[src/rtl/serial_tx_frame.sv]
// Framed parallel-to-serial transmitter: start bit, NUM_BITS data bits, optional
// even parity, stop bit, each held for a latched number of clocks.
module serial_tx_frame #(
  parameter int   NUM_BITS  = 8,
  parameter logic SHIFT_MSB = 1'b0,
  parameter logic PARITY_EN = 1'b0,
  parameter int   CNT_WIDTH = 14
) (
  input  logic                 clk,
  input  logic                 n_rst,
  input  logic [CNT_WIDTH-1:0] bit_period,
  input  logic [NUM_BITS-1:0]  tx_data,
  input  logic                 tx_valid,
  output logic                 tx_ready,
  output logic                 serial_out,
  output logic                 tx_busy,
  output logic                 frame_done
);

  localparam int BCW = $clog2(NUM_BITS + 1);

  typedef enum logic [2:0] {
    ST_IDLE   = 3'd0,
    ST_START  = 3'd1,
    ST_DATA   = 3'd2,
    ST_PARITY = 3'd3,
    ST_STOP   = 3'd4
  } state_t;

  function automatic logic even_parity(input logic [NUM_BITS-1:0] d);
    return ^d;
  endfunction

  state_t               state_r, state_s;
  logic [NUM_BITS-1:0]  shift_r, shift_s;
  logic [CNT_WIDTH-1:0] timer_r, timer_s;
  logic [CNT_WIDTH-1:0] period_r, period_s;
  logic [BCW-1:0]       bit_cnt_r, bit_cnt_s;
  logic                 parity_r, parity_s;
  logic                 serial_out_r, serial_s;
  logic                 tx_ready_r, ready_s;
  logic                 tx_busy_r, busy_s;
  logic                 frame_done_r, done_s;
  logic                 bit_end_s;

  assign bit_end_s = (timer_r == (period_r - CNT_WIDTH'(1)));

  // Next-state logic: bit timing, shifting and frame sequencing
  always_comb begin
    state_s   = state_r;
    shift_s   = shift_r;
    timer_s   = timer_r;
    period_s  = period_r;
    bit_cnt_s = bit_cnt_r;
    parity_s  = parity_r;
    done_s    = 1'b0;
    case (state_r)
      ST_IDLE: begin
        if (tx_valid) begin
          state_s   = ST_START;
          shift_s   = tx_data;
          period_s  = (bit_period == '0) ? CNT_WIDTH'(1) : bit_period;
          parity_s  = PARITY_EN ? even_parity(tx_data) : 1'b0;
          timer_s   = '0;
          bit_cnt_s = '0;
        end else begin
          state_s = ST_IDLE;
        end
      end
      ST_START: begin
        if (bit_end_s) begin
          state_s = ST_DATA;
          timer_s = '0;
        end else begin
          timer_s = timer_r + CNT_WIDTH'(1);
        end
      end
      ST_DATA: begin
        if (bit_end_s) begin
          timer_s   = '0;
          bit_cnt_s = bit_cnt_r + BCW'(1);
          shift_s   = SHIFT_MSB ? {shift_r[NUM_BITS-2:0], 1'b0}
                                : {1'b0, shift_r[NUM_BITS-1:1]};
          if (bit_cnt_r == BCW'(NUM_BITS - 1)) begin
            state_s = PARITY_EN ? ST_PARITY : ST_STOP;
          end else begin
            state_s = ST_DATA;
          end
        end else begin
          timer_s = timer_r + CNT_WIDTH'(1);
        end
      end
      ST_PARITY: begin
        if (bit_end_s) begin
          state_s = ST_STOP;
          timer_s = '0;
        end else begin
          timer_s = timer_r + CNT_WIDTH'(1);
        end
      end
      ST_STOP: begin
        if (bit_end_s) begin
          state_s = ST_IDLE;
          timer_s = '0;
          done_s  = 1'b1;
        end else begin
          timer_s = timer_r + CNT_WIDTH'(1);
        end
      end
      default: begin
        state_s = ST_IDLE;
      end
    endcase
  end

  // Output decode from the next state so every output comes straight off a flop
  always_comb begin
    serial_s = 1'b1;
    ready_s  = 1'b0;
    busy_s   = 1'b1;
    case (state_s)
      ST_IDLE: begin
        ready_s = 1'b1;
        busy_s  = 1'b0;
      end
      ST_START:  serial_s = 1'b0;
      ST_DATA:   serial_s = SHIFT_MSB ? shift_s[NUM_BITS-1] : shift_s[0];
      ST_PARITY: serial_s = parity_s;
      ST_STOP:   serial_s = 1'b1;
      default: begin
        ready_s = 1'b1;
        busy_s  = 1'b0;
      end
    endcase
  end

  // State and output registers with synchronous active-low reset
  always_ff @(posedge clk) begin
    if (!n_rst) begin
      state_r      <= ST_IDLE;
      shift_r      <= '0;
      timer_r      <= '0;
      period_r     <= '0;
      bit_cnt_r    <= '0;
      parity_r     <= 1'b0;
      serial_out_r <= 1'b1;
      tx_ready_r   <= 1'b1;
      tx_busy_r    <= 1'b0;
      frame_done_r <= 1'b0;
    end else begin
      state_r      <= state_s;
      shift_r      <= shift_s;
      timer_r      <= timer_s;
      period_r     <= period_s;
      bit_cnt_r    <= bit_cnt_s;
      parity_r     <= parity_s;
      serial_out_r <= serial_s;
      tx_ready_r   <= ready_s;
      tx_busy_r    <= busy_s;
      frame_done_r <= done_s;
    end
  end

  assign serial_out = serial_out_r;
  assign tx_ready   = tx_ready_r;
  assign tx_busy    = tx_busy_r;
  assign frame_done = frame_done_r;

endmodule

[config.mk]
export PLATFORM = sky130hd
export DESIGN_NAME = serial_tx_frame
export DESIGN_NICKNAME = d
export VERILOG_FILES = /design/src/rtl/serial_tx_frame.sv
export SDC_FILE = /design/constraint.sdc
export NUM_CORES = 1
export LEC_CHECK = 0
export ABC_AREA = 0
export BUFFER_PORTS_ARGS = -buffer_cell sky130_fd_sc_hd__clkbuf_2
export CAP_MARGIN = 20
export CORE_AREA = 5 5 73 75
export DETAILED_ROUTE_END_ITERATION = 10
export DIE_AREA = 0 0 78 80
export HOLD_SLACK_MARGIN = 0.02
export PLACE_DENSITY = 0.9
export SLEW_MARGIN = 0
export SYNTH_ARGS = -nofsm -noshare
export SYNTH_HDL_FRONTEND = slang
export SYNTH_SLANG_ARGS = --single-unit
[constraint.sdc]
create_clock -name clk -period 7.2 [get_ports clk]
set_input_delay 0.36 -clock clk [delete_from_list [all_inputs] [get_ports clk]]
set_output_delay 0.36 -clock clk [all_outputs]
set_load 0.05 [all_outputs]
After elaboration in Yosys (flattened, before gate mapping)
Cells that the tools add are included.

storage, ports and cells
  output and inout port bits = 4
  input port bits = 25
  flip-flop bits (word level) = 48
  word-level logic and storage cells = 59

cells by class
  multiplexer cells = 23
  reduce and logical (&&, ||, !) cells = 10
  $add $sub $neg = 3
  eq/ne operators = 12

operators by type and width
  kind                     count
  $mux W14                 3
  $pmux W14 S2             1
  $mux W8                  2
  $pmux W8 S2              1
  $mux W3                  5
  $pmux W3 S5              1
  $add A14 B1 Y14 const B  1
  $eq A14 B14 Y1           1
  $logic_not A14 Y1        1
  $sub A14 B1 Y14 const B  1
  $eq A3 B2 Y1 const B     4
  $mux W4                  2
  $pmux W4 S2              1
  $reduce_or A4 Y1         2
  $eq A3 B1 Y1 const B     2
  $eq A3 B3 Y1 const B     2
  $mux W1                  6
  $reduce_and A2 Y1        3
  $add A4 B1 Y4 const B    1
  $eq A4 B3 Y1 const B     1
  $ne A2 B2 Y1 const B     2
  $reduce_bool A2 Y1       2
  $logic_not A3 Y1         1
  $pmux W1 S3              1
  $reduce_and A3 Y1        1

Longest topological paths before layout
Gate-level depths: netlist of run 1.

  depth after elaboration = 7
  depth in mapped cells = 13
  gate-level depth less buffers = 10

Least setup slack after synthesis of run 1
Ideal clock, no wire load.

  path kind = flip-flop to flip-flop
  from = register period_r[0]
  to = register bit_cnt_r[0]
  setup time = 0.132 ns
  period minus slack after synthesis = 2.890 ns
  buffers on the path = 4
  setup slack = 4.310 ns
  arrival = 2.758 ns
  cell stages (with the launch flop) = 13
  data required time = 7.068 ns
  cells stage by stage = dfxtp_1 -> buf_6 -> or4_4 -> buf_6 -> nor4b_4 -> mux2_1 -> a31oi_1 -> o2111a_2 -> and3_4 -> buf_6 -> buf_6 -> nand3b_4 -> a21oi_2

between the ends
  longest elaborated chain between the ends = 4

RTL lines
  what                         RTL line  text
  start: declaration           37        logic [CNT_WIDTH-1:0] period_r, period_s;
  start signal: assignment     154       period_r <= period_s;
  $sub A14 B1 Y14              46        assign bit_end_s = (timer_r == (period_r - CNT_WIDTH'(1)));
  $eq A14 B14 Y1               46
  $ne A2 B2 Y1 (no line)       --
  $reduce_and A3 Y1 (no line)  --
  end signal: assignment       155       bit_cnt_r <= bit_cnt_s;
  end: declaration             38        logic [BCW-1:0] bit_cnt_r, bit_cnt_s;

No other way between the ends.
A chain may end at the register's enable or synchronous reset.

Worst setup path in the final report of run 1
  from = register period_r[4]
  to = register timer_r[5]

between the ends
  longest elaborated chain between the ends = 4

RTL lines
  what                    RTL line  text
  $sub A14 B1 Y14         46
  $eq A14 B14 Y1          46
  $mux W14                --
  $pmux W14 S2            57        case (state_r)
  end signal: assignment  153       timer_r <= timer_s;
  end: declaration        36        logic [CNT_WIDTH-1:0] timer_r, timer_s;

No other way between the ends.

==> results.py, run 1 <==
metrics = {
    "cells_and_area": {
        "syn_to_final_growth_pct": 7.42,
        "fin_util_pct": 61.4,
        "drive_gt1_share_pct": 15.4,
        "fillCellCount": 393,
        "instances_no_fill": 373,
        "fin_area_sq_um": 2830,
        "register_area_sq_um": 961,
        "multi_input_area_sq_um": 1530,
        "nets": 347,
        "n_antenna_cell": 0,
    },
    "worst_setup_path": {
        "crit_buf_inv": 0,
        "required_ps": 7350,
        "path_cells": "or4_1, nor4b_4, mux2_1, a31oi_1, o2111a_2, nor2_1, o21ai_1, nor2_1",
        "r2r_slack_ps": 3910,
        "critical-path-slowest-cell": "or4_1",
        "cpPeakStageDelay_ps": 640,
        "start_kind": "flip-flop",
        "worst_setup_path_end_kind": "flip-flop",
        "critPathKind": "reg -> reg",
        "path_max_fanout": 12,
        "worst_path_dominant_cell_family": "compound AO/OA/AOI/OAI gates",
        "cp-startpoint": "period_r[4]",
        "crit_path_frequent_cell": "nor2_1",
        "r2r-start": "period_r[4]",
        "cp_data_arrival_time_ps": 3440,
    },
    "cts": {
        "cts_buffer_depth": 2,
        "htreeDepth": 2,
        "postCtsSetupRepairBufs": 0,
        "holdBufCountCts": 0,
        "clk_latency_ps": 290,
        "clock_sinks": 48,
        "cts_root_buffer": "clkbuf_8",
        "path_clk_slew_ps": 80,
        "numCtsBuffers": 5,
        "cts_tree": "yes",
        "cts-resized-gates": 0,
    },
    "timing": {
        "rsz0062_at_grt": "no",
        "tightest_slew_ps": 806,
        "period_minus_slack_ps": 3290,
        "drv_slew": 0,
        "timing.fmax_mhz": 304,
        "slew_headroom_pct": 45.9,
        "finClkSkew_ps": 6.35,
        "setup_viol": 0,
        "tns_ps": 0,
        "finalCritPeriodShare_pct": 45.7,
        "finalWorstSetupSlack_ps": 3910,
        "hold_violations": 0,
        "holdWs_ps": 275,
    },
    "pwr": {
        "p_seq_share_pct": 52.5,
        "swShare_pct": 27.0,
        "p_sw_uw": 149,
        "leakage_nw": 1.11,
        "p_per_area_nw_per_um2": 195,
        "p_int_uw": 403,
        "clockPowerShare_pct": 30.4,
        "finalPower_uw": 552,
        "p_comb_share_pct": 17.1,
        "ir_drop_mv": 0.156,
    },
    "routing": {
        "wl_per_cell_microns": 15.2,
        "wl_microns": 5670,
        "ant_nets": 0,
        "drt_iter0_drc": 81,
        "drc": 0,
        "dr.pass1.iters": 5,
        "vias": 2239,
        "viasPerCell": 6.00,
    },
    "placed_design": {
        "dp_cells": 366,
        "place_congestion": 0.906,
        "numPortBuffers": 28,
        "dpl_cell_area_sq_um": 2730,
        "place_hpwl_microns": 4420,
        "preCtsSetupSlack_ps": 3960,
    },
    "synthesis": {
        "synth_top_area_share_pct": 36.5,
        "async_flop_share_pct": 0,
        "ys.flop_type": "dfxtp_1",
        "yosysTopAreaCell": "dfxtp_1",
        "syn_nets": 333,
        "synth_enable_flop_cells": 0,
        "synthTopCellsByArea": "dfxtp_1 (37%), xor2_1 (5.3%), nor2_1 (4.9%)",
        "avgSynthCellArea_sq_um": 8.62,
        "syn-cell-area_sq_um": 2630,
        "yosysWarnings": 0,
        "yosysMostFrequentCell": "dfxtp_1",
        "yosys-top-cells-count": "dfxtp_1 (48), nor2_1 (34), nand2_1 (21), xor2_1 (16)",
        "synthDistinctLibCells": 57,
        "yosysSeqAreaShare_pct": 36.5,
        "synth-seq-cells": 48,
        "synthCells": 305,
    },
    "flow_run": {
        "max-cap-violations": 0,
    },
    "die": {
        "die_h_microns": 80,
        "die_area_sq_um": 6240,
        "initial_utilization_pct": 57.2,
        "io_pins": 29,
        "coreArea_sq_um": 4600,
        "rows": 25,
        "die-width_microns": 78,
    },
    "worst_hold_path": {
        "hp-class": "in -> reg",
        "min_from": "tx_data[7]",
    },
    "grt": {
        "grt_max_degree": 21,
        "grt_pass1_vias": 2096,
        "grt_usage_pct": 18.9,
        "grt_remaining_overflow": 0,
        "antenna_found_initial": 0,
        "grt_pass1_wl_microns": 9670,
    },
    "status": {
        "status": "finished, final reports clean",
    },
}
==> final timing paths <==
kind / endpoint / depth (start not counted)
worst min register to register: parity_r / 1
worst max-delay path: timer_r[5] / 8
worst max register to register: timer_r[5] / 8
worst min-delay path: shift_r[7] / 3
==> layout by cell type, fill, tap and decap left out, drive strengths merged, types with 2 or more instances in the layout <==
cell / n
nand2b: 3
and4: 2
nand2: 21
dfxtp: 48
a21oi: 15
xor2: 16
nor2b: 4
a31o: 2
nand4: 8
nor3: 6
xnor2: 13
a22o: 9
nor4: 8
nor3b: 2
o211ai: 3
nand3: 5
o21ai: 8
or3: 5
and3: 8
ha: 3
nor2: 34
a22oi: 7
o31a: 2
or4: 2
clkbuf: 35
nor4b: 3
o21a: 3
inv: 7
nand3b: 12
o2111ai: 2
a31oi: 2
a21o: 4
==> sequential cells by signal (all words and copies together) (netlist names) <==
signal and cells:
timer_r 14, tx_ready 1, frame_done 1, tx_busy 1
state_r 3, bit_cnt_r 4, serial_out 1, period_r 14
shift_r 8, parity_r 1
==> cells by family (layout without fill, tap and decap cells) <==
kind of cell,Yosys count,after routing,share of synthesized area (%)
xor+xnor,29,29,9.66
fa+ha+maj,3,3,1.43
buf+inv,29,43,5.42
compound gates,68,68,18.7
flops,48,48,36.5
mux,2,2,0.809
simple gates,126,126,27.4
==> routing by layer <==
| metal | track usage (%) | vias to the layer above | wire length, microns |
|---|---|---|---|
| li1 | - | 1129 | - |
| met1 | 23.5 | 1057 | 2430 |
| met2 | 33.0 | 43 | 2890 |
| met3 | 3.61 | 10 | 252 |
| met4 | 5.91 | 0 | 95 |
| met5 | 0 | - | 0 |
==> final cells by class <==
cell class / count / share of cell area [%]
flip-flops and latches: 48 / 34.0
inverters: 7 / 0.930
multi-input cells: 228 / 54.0
clock buffers: 7 / 3.41
well taps: 54 / 2.39
repair buffers: 29 / 5.23
==> worst min-delay path, cell delays in order <==
cell	delay, ps
clkbuf_2	80
nand2_1	40
a21oi_1	50
==> power groups by stage <==
stage | registers, mW | clock network, mW | logic, mW
floorplan | 0.292 | 0 | 0.0757
global placement | 0.295 | 0 | 0.0924
detailed placement | 0.296 | 0 | 0.0938
CTS | 0.289 | 0.170 | 0.0943
global route | 0.291 | 0.184 | 0.104
finish | 0.289 | 0.168 | 0.0945
(Power assumes the default switching activity.)
==> run 2, diff against run 1 <==
ABC_AREA = 1   (was 0)
CORE_AREA = 5 5 77 79   (was 5 5 73 75)
DIE_AREA = 0 0 82 84   (was 0 0 78 80)
PLACE_DENSITY = 0.88   (was 0.9)
clock period = 3.2 ns   (was 7.2 ns; I/O delays follow)
==> results.py, run 2 <==
metrics = {
    "synthesis": {
        "synth_enable_flop_cells": 0,
        "syn-cell-area_sq_um": 2900,
        "synthDistinctLibCells": 33,
        "yosysWarnings": 0,
        "synth_top_area_share_pct": 33.1,
        "yosys-top-cells-count": "nand2_1 (106), nor2_1 (60), inv_1 (53), dfxtp_1 (48), nand3_1 (45)",
        "async_flop_share_pct": 0,
        "syn_nets": 466,
        "synthCells": 438,
        "avgSynthCellArea_sq_um": 6.62,
        "yosysMostFrequentCell": "nand2_1",
        "yosysSeqAreaShare_pct": 33.1,
        "ys.flop_type": "dfxtp_1",
        "synthTopCellsByArea": "dfxtp_1 (33%), nand2_1 (14%), nand3_1 (7.8%)",
        "synth-seq-cells": 48,
        "yosysTopAreaCell": "dfxtp_1",
    },
    "timing": {
        "period_minus_slack_ps": 2630,
        "finalCritPeriodShare_pct": 82.1,
        "tightest_slew_ps": 698,
        "drv_slew": 0,
        "slew_headroom_pct": 53.4,
        "setup_viol": 0,
        "holdWs_ps": 94.1,
        "timing.fmax_mhz": 381,
        "tns_ps": 0,
        "rsz0062_at_grt": "no",
        "finClkSkew_ps": 5.25,
        "hold_violations": 0,
    },
    "worst_setup_path": {
        "worst_path_dominant_cell_family": "simple AND/OR/NAND/NOR gates",
        "required_ps": 3370,
        "path_cells": "inv_1, ha_1, nand2_2, nor2_2, nand3b_1, nand2_1, nand3_1, nor2_4, nand2_4, nand2_4, inv_2, o21ai_2, nor3_1",
        "cp_num_cells": 13,
        "r2r_cells": 13,
        "path_max_fanout": 11,
        "cpPeakStageDelay_ps": 540,
        "worst_setup_path_end_kind": "flip-flop",
        "critPathKind": "reg -> reg",
        "cp_data_arrival_time_ps": 2800,
        "critical-path-slowest-cell": "o21ai_2",
        "start_kind": "flip-flop",
        "crit_buf_inv": 2,
        "crit_path_frequent_cell": "nand2_4",
    },
    "routing": {
        "wl_met1_microns": 2790,
        "vias": 2890,
        "drc": 0,
        "drt_iter0_drc": 206,
        "wl_per_cell_microns": 12.9,
        "viasPerCell": 5.34,
        "dr.pass1.iters": 4,
        "wl_met3_microns": 639,
        "ant_nets": 0,
        "route.top_layer_used": "met4",
        "met2_length_microns": 3270,
        "wl_microns": 6960,
    },
    "die": {
        "die-width_microns": 82,
        "initial_utilization_pct": 55.0,
        "coreArea_sq_um": 5270,
        "die_h_microns": 84,
        "die_area_sq_um": 6890,
        "io_pins": 29,
        "rows": 27,
    },
    "pwr": {
        "ir_drop_mv": 0.332,
        "finalPower_mw": 1.39,
        "p_per_area_nw_per_um2": 433,
        "leakage_nw": 1.47,
    },
    "cts": {
        "path_clk_slew_ps": 90,
        "cts_root_buffer": "clkbuf_8",
        "clk_latency_ps": 310,
        "htreeDepth": 2,
        "clock_sinks": 48,
        "cts_tree": "yes",
        "cts_buffer_depth": 2,
        "postCtsSetupRepairBufs": 0,
        "numCtsBuffers": 5,
        "cts-resized-gates": 0,
        "holdBufCountCts": 0,
    },
    "status": {
        "status": "finished, final reports clean",
    },
    "cells_and_area": {
        "syn_to_final_growth_pct": 10.2,
        "layout_commonest_cell": "nand2_1",
        "fillCellCount": 482,
        "nets": 496,
        "fin_util_pct": 60.7,
        "n_antenna_cell": 0,
        "largestRegisters": "period_r (14), timer_r (14), shift_r (8)",
        "instances_no_fill": 541,
        "drive_gt1_share_pct": 17.9,
        "final_cell_mix": "nand2_1 (106), nor2_1 (60), inv_1 (53), dfxtp_1 (48), nand3_1 (45)",
    },
    "flow_run": {
        "max-cap-violations": 0,
    },
    "placed_design": {
        "place_hpwl_microns": 5250,
        "numPortBuffers": 28,
        "place_congestion": 0.941,
        "dp_cells": 533,
    },
    "worst_hold_path": {
        "hp-class": "in -> reg",
        "whs_path_depth": 3,
    },
    "grt": {
        "grt_max_degree": 24,
        "grt_usage_pct": 21.7,
        "grt_pass1_vias": 2774,
        "antenna_found_initial": 0,
        "grt_pass1_wl_microns": 11900,
        "grt_remaining_overflow": 0,
    },
}
==> run 2: area by class of cell <==
type                       instances  area [sq um]  share of cell area [%]
timing repair buffer              30           155                    4.85
multi-input combinational        325          1680                    52.6
sequential                        48           961                    30.1
clock inverter                     2          10.0                   0.313
inverter                          58           218                    6.81
tap                               72          90.1                    2.82
clock buffer                       6          82.6                    2.58
==> run 2: worst reg2reg max path: stages (launching register included) <==
cell and delay, ps:
dfxtp_1 320, inv_1 140, ha_1 280, nand2_2 130, nor2_2 170, nand3b_1 100
nand2_1 150, nand3_1 150, nor2_4 190, nand2_4 100, nand2_4 90, inv_2 50
o21ai_2 550, nor3_1 100
==> run 2: metal layers <==
metal,vias up,GRT usage (%)
met1,1281,27.3
met4,0,9.21
li1,1438,-
met5,-,0
met3,31,3.78
met2,140,35.8
==> run 2: cells by family after synthesis <==
logic type	count (synthesis)	share of synthesized area (%)
buffers and inverters	65	8.93
DFF	48	33.1
and+or+nand+nor	267	44.2
adders and majority gates	3	1.29
xor gates and xnor gates	16	5.09
AOI/OAI and AO/OA	39	7.38
==> run 2: worst paths after layout <==
kind | start | end | slack (ps)
max | period_r[0] | timer_r[5] | 570
min reg2reg | parity_r | parity_r | 460
max reg2reg | period_r[0] | timer_r[5] | 570
min | bit_period[11] | period_r[11] | 90
==> run 2: power by group <==
| group | switching, mW | internal (mW) | leakage, nW | total, mW |
|---|---|---|---|---|
| Combinational | 0.246 | 0.117 | 1.03 | 0.362 |
| Sequential | 0.0232 | 0.624 | 0.392 | 0.647 |
| Clock | 0.203 | 0.173 | 0.0510 | 0.376 |
| Total | 0.472 | 0.913 | 1.47 | 1.39 |
==> run 2: metrics by stage <==
step                      setup WS, ps  instance area (sq um)
after floorplan                   1140                   2900
after global placement             759                   3100
after detailed placement           636                   3100
after CTS                          595                   3200
after global routing               340                   3200
final                              574                   3200
